**src/rtl/matmul_stream_engine.sv**
```systemverilog
// Streaming NxN unsigned matrix multiplier (C = A x B mod 2^DATA_W).
// Operands arrive as a row-major stream; one MAC per cycle; C leaves row-major.
module matmul_stream_engine #(
    parameter int unsigned DATA_W = 32,
    parameter int unsigned N      = 3
) (
    input  logic              clk,
    input  logic              rst,
    input  logic              in_valid,
    output logic              in_ready,
    input  logic [DATA_W-1:0] in_data,
    output logic              out_valid,
    input  logic              out_ready,
    output logic [DATA_W-1:0] out_data,
    output logic              out_last,
    output logic              busy
);

    localparam int unsigned NN    = N * N;
    localparam int unsigned CNT_W = $clog2(2 * NN);
    localparam int unsigned AW    = $clog2(NN);
    localparam int unsigned IW    = $clog2(N);

    localparam logic [1:0] S_LOAD    = 2'd0;
    localparam logic [1:0] S_COMPUTE = 2'd1;
    localparam logic [1:0] S_DRAIN   = 2'd2;

    logic [1:0]        state;
    logic [1:0]        state_next;
    logic [CNT_W-1:0]  ld_cnt;
    logic [IW-1:0]     i;
    logic [IW-1:0]     j;
    logic [IW-1:0]     k;
    logic [DATA_W-1:0] acc;
    logic [AW-1:0]     drain_cnt;

    logic [DATA_W-1:0] a_mem [NN];
    logic [DATA_W-1:0] b_mem [NN];
    logic [DATA_W-1:0] c_mem [NN];

    logic              load_beat_c;
    logic              ld_last_c;
    logic              k_last_c;
    logic              mac_last_c;
    logic              out_fire_c;
    logic [AW-1:0]     a_addr_c;
    logic [AW-1:0]     b_addr_c;
    logic [AW-1:0]     c_addr_c;
    logic [AW-1:0]     drain_next_c;
    logic [DATA_W-1:0] prod_c;
    logic [DATA_W-1:0] acc_next_c;

    assign load_beat_c  = (state == S_LOAD) && in_valid && in_ready;
    assign ld_last_c    = (ld_cnt == CNT_W'(2 * NN - 1));
    assign k_last_c     = (k == IW'(N - 1));
    assign mac_last_c   = k_last_c && (j == IW'(N - 1)) && (i == IW'(N - 1));
    assign out_fire_c   = out_valid && out_ready;
    assign a_addr_c     = AW'(i) * AW'(N) + AW'(k);
    assign b_addr_c     = AW'(k) * AW'(N) + AW'(j);
    assign c_addr_c     = AW'(i) * AW'(N) + AW'(j);
    assign drain_next_c = drain_cnt + AW'(1);

    // Single MAC; the product and the sum both wrap at DATA_W bits.
    assign prod_c     = a_mem[a_addr_c] * b_mem[b_addr_c];
    assign acc_next_c = ((k == '0) ? '0 : acc) + prod_c;

    // Next-state logic
    always_comb begin
        state_next = state;
        case (state)
            S_LOAD:    if (load_beat_c && ld_last_c) state_next = S_COMPUTE;
            S_COMPUTE: if (mac_last_c) state_next = S_DRAIN;
            S_DRAIN:   if (out_fire_c && out_last) state_next = S_LOAD;
            default:   state_next = S_LOAD;
        endcase
    end

    // State, counters and registered outputs
    always_ff @(posedge clk) begin
        if (rst) begin
            state     <= S_LOAD;
            in_ready  <= 1'b1;
            busy      <= 1'b0;
            out_valid <= 1'b0;
            out_last  <= 1'b0;
            out_data  <= '0;
            ld_cnt    <= '0;
            i         <= '0;
            j         <= '0;
            k         <= '0;
            acc       <= '0;
            drain_cnt <= '0;
        end else begin
            state    <= state_next;
            in_ready <= (state_next == S_LOAD);
            busy     <= (state_next != S_LOAD);
            case (state)
                S_LOAD: begin
                    if (load_beat_c) ld_cnt <= ld_last_c ? '0 : ld_cnt + CNT_W'(1);
                end
                S_COMPUTE: begin
                    acc <= acc_next_c;
                    if (k_last_c) begin
                        k <= '0;
                        if (j == IW'(N - 1)) begin
                            j <= '0;
                            i <= (i == IW'(N - 1)) ? '0 : i + IW'(1);
                        end else begin
                            j <= j + IW'(1);
                        end
                    end else begin
                        k <= k + IW'(1);
                    end
                end
                S_DRAIN: begin
                    // Entry cycle presents C[0][0]; afterwards advance only on accept.
                    if (!out_valid) begin
                        out_valid <= 1'b1;
                        out_data  <= c_mem[0];
                        out_last  <= 1'b0;
                        drain_cnt <= '0;
                    end else if (out_ready) begin
                        if (out_last) begin
                            out_valid <= 1'b0;
                            out_last  <= 1'b0;
                            drain_cnt <= '0;
                        end else begin
                            out_data  <= c_mem[drain_next_c];
                            out_last  <= (drain_next_c == AW'(NN - 1));
                            drain_cnt <= drain_next_c;
                        end
                    end
                end
                default: ;
            endcase
        end
    end

    // Operand and result storage; contents are don't-care after reset
    always_ff @(posedge clk) begin
        if (load_beat_c) begin
            if (ld_cnt < CNT_W'(NN)) a_mem[AW'(ld_cnt)] <= in_data;
            else                     b_mem[AW'(ld_cnt - CNT_W'(NN))] <= in_data;
        end
        if ((state == S_COMPUTE) && k_last_c) c_mem[c_addr_c] <= acc_next_c;
    end

endmodule

```
**config.mk**
```make
export PLATFORM = sky130hd
export DESIGN_NAME = matmul_stream_engine
export DESIGN_NICKNAME = d
export VERILOG_FILES = /design/src/rtl/matmul_stream_engine.sv
export SDC_FILE = /design/constraint.sdc
export NUM_CORES = 2
export LEC_CHECK = 0
export BUFFER_PORTS_ARGS = -buffer_cell sky130_fd_sc_hd__buf_2
export CAP_MARGIN = 30
export CELL_PAD_IN_SITES_DETAIL_PLACEMENT = 1
export CELL_PAD_IN_SITES_GLOBAL_PLACEMENT = 2
export CORE_UTILIZATION = 45
export DETAILED_ROUTE_END_ITERATION = 7
export MAX_ROUTING_LAYER = met4
export PLACE_DENSITY = 0.83
export SYNTH_ARGS = -nofsm -noshare
export SYNTH_HDL_FRONTEND = slang
export SYNTH_SLANG_ARGS = --single-unit
```
**constraint.sdc**
```tcl
create_clock -name clk -period 13.9 [get_ports clk]
set_clock_uncertainty 0.2 [all_clocks]
set_input_delay 2.085 -clock clk [delete_from_list [all_inputs] [get_ports clk]]
set_output_delay 2.085 -clock clk [all_outputs]
set_load 0.02 [all_outputs]
```
; Yosys cells after proc, flatten, opt, wreduce, memory -nomap -nowiden
; Memory sizes are Yosys's and may differ from the RTL's.
; Cells that the tools add are included.
[totals]
latchBits = 0
mem_bits_ro = 0
in_bits = 36
ramBits = 864
out_inout_bits = 36
register_bits = 85
elab_cells = 84
mem_count = 3
[mem_list]
columns = name, depth, width, rd, rd_clocked_by_memory_dff, write_ports, line
row1 = a_mem, 9, 32, 1, 0, 1, 37  ; logic [DATA_W-1:0] a_mem [NN];
row2 = b_mem, 9, 32, 1, 0, 1, 38  ; logic [DATA_W-1:0] b_mem [NN];
row3 = c_mem, 9, 32, 2, 0, 1, 39  ; logic [DATA_W-1:0] c_mem [NN];
[classes]
n_div = 0
muxes = 29
n_eq_ne = 9
bitwise = 0
order_cmp = 1
n_reduce_logical = 17
mul = 3
addsub = 10
shifts = 0
[ops]
columns = cell, n
row1 = $mux 32, 4
row2 = $add 32x32->32, 1
row3 = $mul 32x32->32, 1
row4 = $mux 1, 14
row5 = $add 4x2->4, 3
row6 = $mux 2, 6
row7 = $mux 4, 3
row8 = $eq 2x2->1 const B, 4
row9 = $logic_and 1x1->1, 8
row10 = $mul 2x2->4 const B, 2
row11 = $add 2x1->2 const B, 3
row12 = $logic_not 2->1, 3
row13 = $pmux 2 s3, 1
row14 = $reduce_and 2->1, 3
row15 = $reduce_and 3->1, 2
row16 = $add 5x1->5 const B, 1
row17 = $eq 5x5->1 const B, 1
row18 = $lt 5x4->1 const B, 1
row19 = $mux 5, 1
row20 = $add 4x1->4 const B, 1
row21 = $eq 4x4->1 const B, 1
row22 = $sub 4x4->4 const B, 1
row23 = $eq 2x1->1 const B, 1
row24 = $ne 2x1->1 const B, 1
row25 = other kinds (2), 2

; Logic depth before layout (Yosys ltp)
[logic_depth]
ltp_word = 7
mapped_depth = 41
ltp_nobuf = 37

; Least setup slack after synthesis
; Ideal clock, no wire load.
[synth_path]
path_type = reg-to-reg
startpoint = register i[0]
endpoint = memory c_mem[0][31] (data pin)
t_required_ns = 13.452
t_arrival_ns = 9.460
setup_time_ns = 0.248
stages_incl_launch_ff = 38
synth_period_minus_slack_ns = 9.907
slack_ns = 3.993
path_cell_list = dfxtp_1 > inv_1 > ha_1 > inv_1 > fa_1 > buf_6 > buf_6 > buf_6 > mux4_2 > mux2_2 > mux2i_1 > clkbuf_1 > clkbuf_1 > nor2_1 > fa_1 > fa_1 > fa_1 > inv_1 > (+2 left out) > fa_1 > inv_1 > fa_1 > inv_1 > fa_1 > inv_1 > fa_1 > inv_1 > ha_1 > nand2_1 > a21o_1 > a21oi_1 > o21ai_0 > a21oi_1 > a21oi_1 > o31a_1 > o21ai_0 > xor2_1
[synth_via]
elab_chain_cells = 5
[synth_rtl]
columns = element, line
row1 = "start, declared", 31  ; logic [IW-1:0] i;
row2 = "start signal, assigned", 107  ; i <= (i == IW'(N - 1)) ? '0 : i + IW'(1);
row3 = $mul 2x2->4, 58  ; assign a_addr_c = AW'(i) * AW'(N) + AW'(k);
row4 = $add 4x2->4, 58
row5 = $mem_v2 9x32, -
row6 = $mul 32x32->32, 64  ; assign prod_c = a_mem[a_addr_c] * b_mem[b_addr_c];
row7 = $add 32x32->32, 65  ; assign acc_next_c = ((k == '0) ? '0 : acc) + prod_c;
row8 = named net acc_next_c[31], 51  ; logic [DATA_W-1:0] acc_next_c;
row9 = "end, declared", 39
; The timed path passes the listed nets, and every way through them passes these cells.

; Worst setup path in the final report
[layout_path]
startpoint = register i[0]
endpoint = memory c_mem[1][31] (data pin)
; Same word-level chain as after synthesis.

==> metrics.md <==
| Metric | Value |
|---|---|
| Status | `finished clean` |
| Slew Limit Headroom | `29.54%` |
| Setup crit start kind | `flop` |
| Final setup violation count | `0` |
| Setup crit end kind | `flop` |
| Initial antenna violation count | `1` |
| I/O pin total | `72` |
| Vias in the first global route | `33900` |
| Fin nets | `4504` |
| # DRC | `0` |
| M1 wire length | `approximately 57000 µm` |
| Most common flop cell mapped by yosys | `edfxtp_1` |
| Top-area cell type share of the netlist area | `48.93%` |
| Synth Instances | `3790` |
| Clock transition at path regs | `60 ps` |
| Initial core utilization | `45.51%` |
| Core Region | `0.1165 mm²` |
| CTS Root Cell | `clkbuf_16` |
| CTS tree | `done` |
| Clk sinks | `949` |
| Crit path buffers/inverters | `9` |
| Cts repair resizes | `0` |
| Fraction of registers with async set or reset after synthesis | `0%` |
| Setup repair after global routing missed its margin | `false` |
| CTS Buffer Depth | `3` |
| Full die area | `0.1192 mm²` |
| Data arrival, critical path | `11780 ps` |
| Final worst path period share | `83.34%` |
| Type of the worst min-delay path | `flop to flop` |
| Leading post-synthesis cells by cell area | `edfxtp_1, fa_1, mux4_2, inv_1, ha_1` |
| Die span in y | `roughly 350 µm` |
| Site row count | `125` |
| Hold Vio Cnt, Final | `0` |
| Share of cells above drive strength 1 | `17.26%` |
| Worst Path Max Fanout | `34` |
| Gr ovfl total | `0` |
| Synth Warn # | `0` |
| Slew Limit Fails | `0` |
| Synthesized Nets | `4414` |
| Sequential area share after synthesis | `52.14%` |
| Initial drt markers | `just over 2000` |
| Tmin final | `11580 ps` |
| #FFs+latches synth | `949` |
| Synthesized area | `0.05303 mm²` |
| WL/cell | `25.99 µm` |
| Max Clk Rate | `0.08632 GHz` |
| Gr usage total | `25.11%` |
| CP top delay family | `adder cells` |
| Max Cap Viol | `0` |
| Postcts setup bufs | `0` |
| Yosys top cell by area | `edfxtp_1` |
| Worst skew pair latency | `around 700 ps` |
| Met3 wire length | `7544 µm` |
| CTS Buf Count | `95` |
| Setup TNS | `0 ps` |
| Length of routed met2 wiring | `74020 µm` |
| H-tree depth | `3` |
| Commonest cells post-synth | `edfxtp_1, inv_1, nor2_1` |
| Post-Syn Area per Cell | `13.99 µm²` |
| Worst Path Required | `14100 ps` |
| Vias per inst | `5.600` |
| Distinct cells, synth | `62` |
| Top sig layer | `met4` |
| DR pass1 iterations | `5` |
| Crit path kind | `flop to flop` |
| DP Wirelength | `95010 µm` |
| IO Port Bufs | `a little over 70` |
| Most common cell in the synthesized netlist | `edfxtp_1` |
| Via total after detailed routing | `30700` |
| Slowest Stage Delay on Critical Path | `1300 ps` |
| Post-synth EDFFs | `about 860` |
| Crit-path slowest cell | `fa_4` |
| GP Congestion | `0.8348` |
| Final wirelength | `142500 µm` |
| Area growth, synth to finish | `10.90%` |
| Count of hold-fix buffers inserted at cts | `0` |
| DRT antenna net count | `0` |
| Die Span X | `approximately 350 µm` |
| Largest net degree at the start of global routing | `between 60 and 70` |
| Least-Margin Pin Slew | `around 1000 ps` |
| First-pass GRT wire length | `around 220000 µm` |
-- state kept, by name, summed over array words and instances (netlist names) --
name / cells
out_data: 32
in_ready: 1
drain_cnt: 4
b_mem: 288
a_mem: 288
out_last: 1
out_valid: 1
ld_cnt: 5
i: 2
busy: 1
c_mem: 288
k: 2
state: 2
j: 2
acc: 32
-- final timing paths --
path | start | endpoint | slack [ps] | cells after the start
worst min register to register | acc[15] | acc[15] | 250 | 2
worst max register to register | i[0] | c_mem[1][31] | 2320 | 32
worst max-delay path | i[0] | c_mem[1][31] | 2320 | 32
worst min-delay path | acc[15] | acc[15] | 250 | 2
-- worst reg2reg max path: cells and delay by family, from the launching register on --
kind,cells,cell delay [ps]
compound gates,6,1330
mux,3,1350
flops,1,470
fa+ha+maj,11,6100
xor+xnor,1,540
simple gates,2,270
buf+inv,9,1010
-- cells by family (layout without fill, tap and decap cells) --
logic type / Yosys count / after routing / share of synthesized area, %
adders and majority gates: 588 / 588 / 20.13
DFF: 949 / 949 / 52.14
buffers and inverters: 679 / 847 / 5.172
xor gates and xnor gates: 93 / 93 / 1.668
muxes: 266 / 266 / 9.726
other: 0 / 1 / 0
AOI/OAI and AO/OA: 283 / 283 / 3.438
and+or+nand+nor: 932 / 932 / 7.730
-- per-stage QoR --
step	setup WS, ps	utilization (%)	hold WS [ps]	instances	cell area (µm²)
floorplan	3993	-	231.8	3790	53030
global placement	2487	47.62	239.5	5298	55490
detailed placement	2253	47.71	245.4	5304	55590
CTS	2178	50.44	254.1	5479	58770
global route	1606	50.47	273.0	5483	58810
finish	2316	50.47	253.4	5483	58810
-- area by class of cell --
type | instances | area [µm²]
Timing Repair Buffer | 174 | 1219
Tap cell | 1524 | 1907
Fill cell | 11400 | 57710
Clock inverter | 66 | 725.7
Inverter | 498 | 1869
Sequential cell | 949 | 27650
Multi-Input combinational cell | 2162 | 22990
Clock buffer | 109 | 2450
Antenna cell | 1 | 2.502
-- cells in the final DEF, fill, tap and decap left out, drive strengths merged, types with 76 or more instances in the layout --
cell type  Yosys  final
ha           146    146
nand2        224    224
mux4         192    192
or2           83     83
nand2b        76     76
fa           442    442
buf           55    174
inv          498    500
edfxtp       864    864
a21oi        107    107
nor2         464    464
dfxtp         85     85
clkbuf       126    109
-- metal layers --
| metal | track usage, % | vias up |
|---|---|---|
| met3 | 3.114 | 216 |
| met1 | 31.56 | 16430 |
| li1 | - | 13150 |
| met4 | 7.134 | 0 |
| met5 | - | - |
| met2 | 42.86 | 905 |
Power is left out: the tool's default activity adds up to more than one toggle a clock period on the data nets, which glitch-free logic cannot reach.
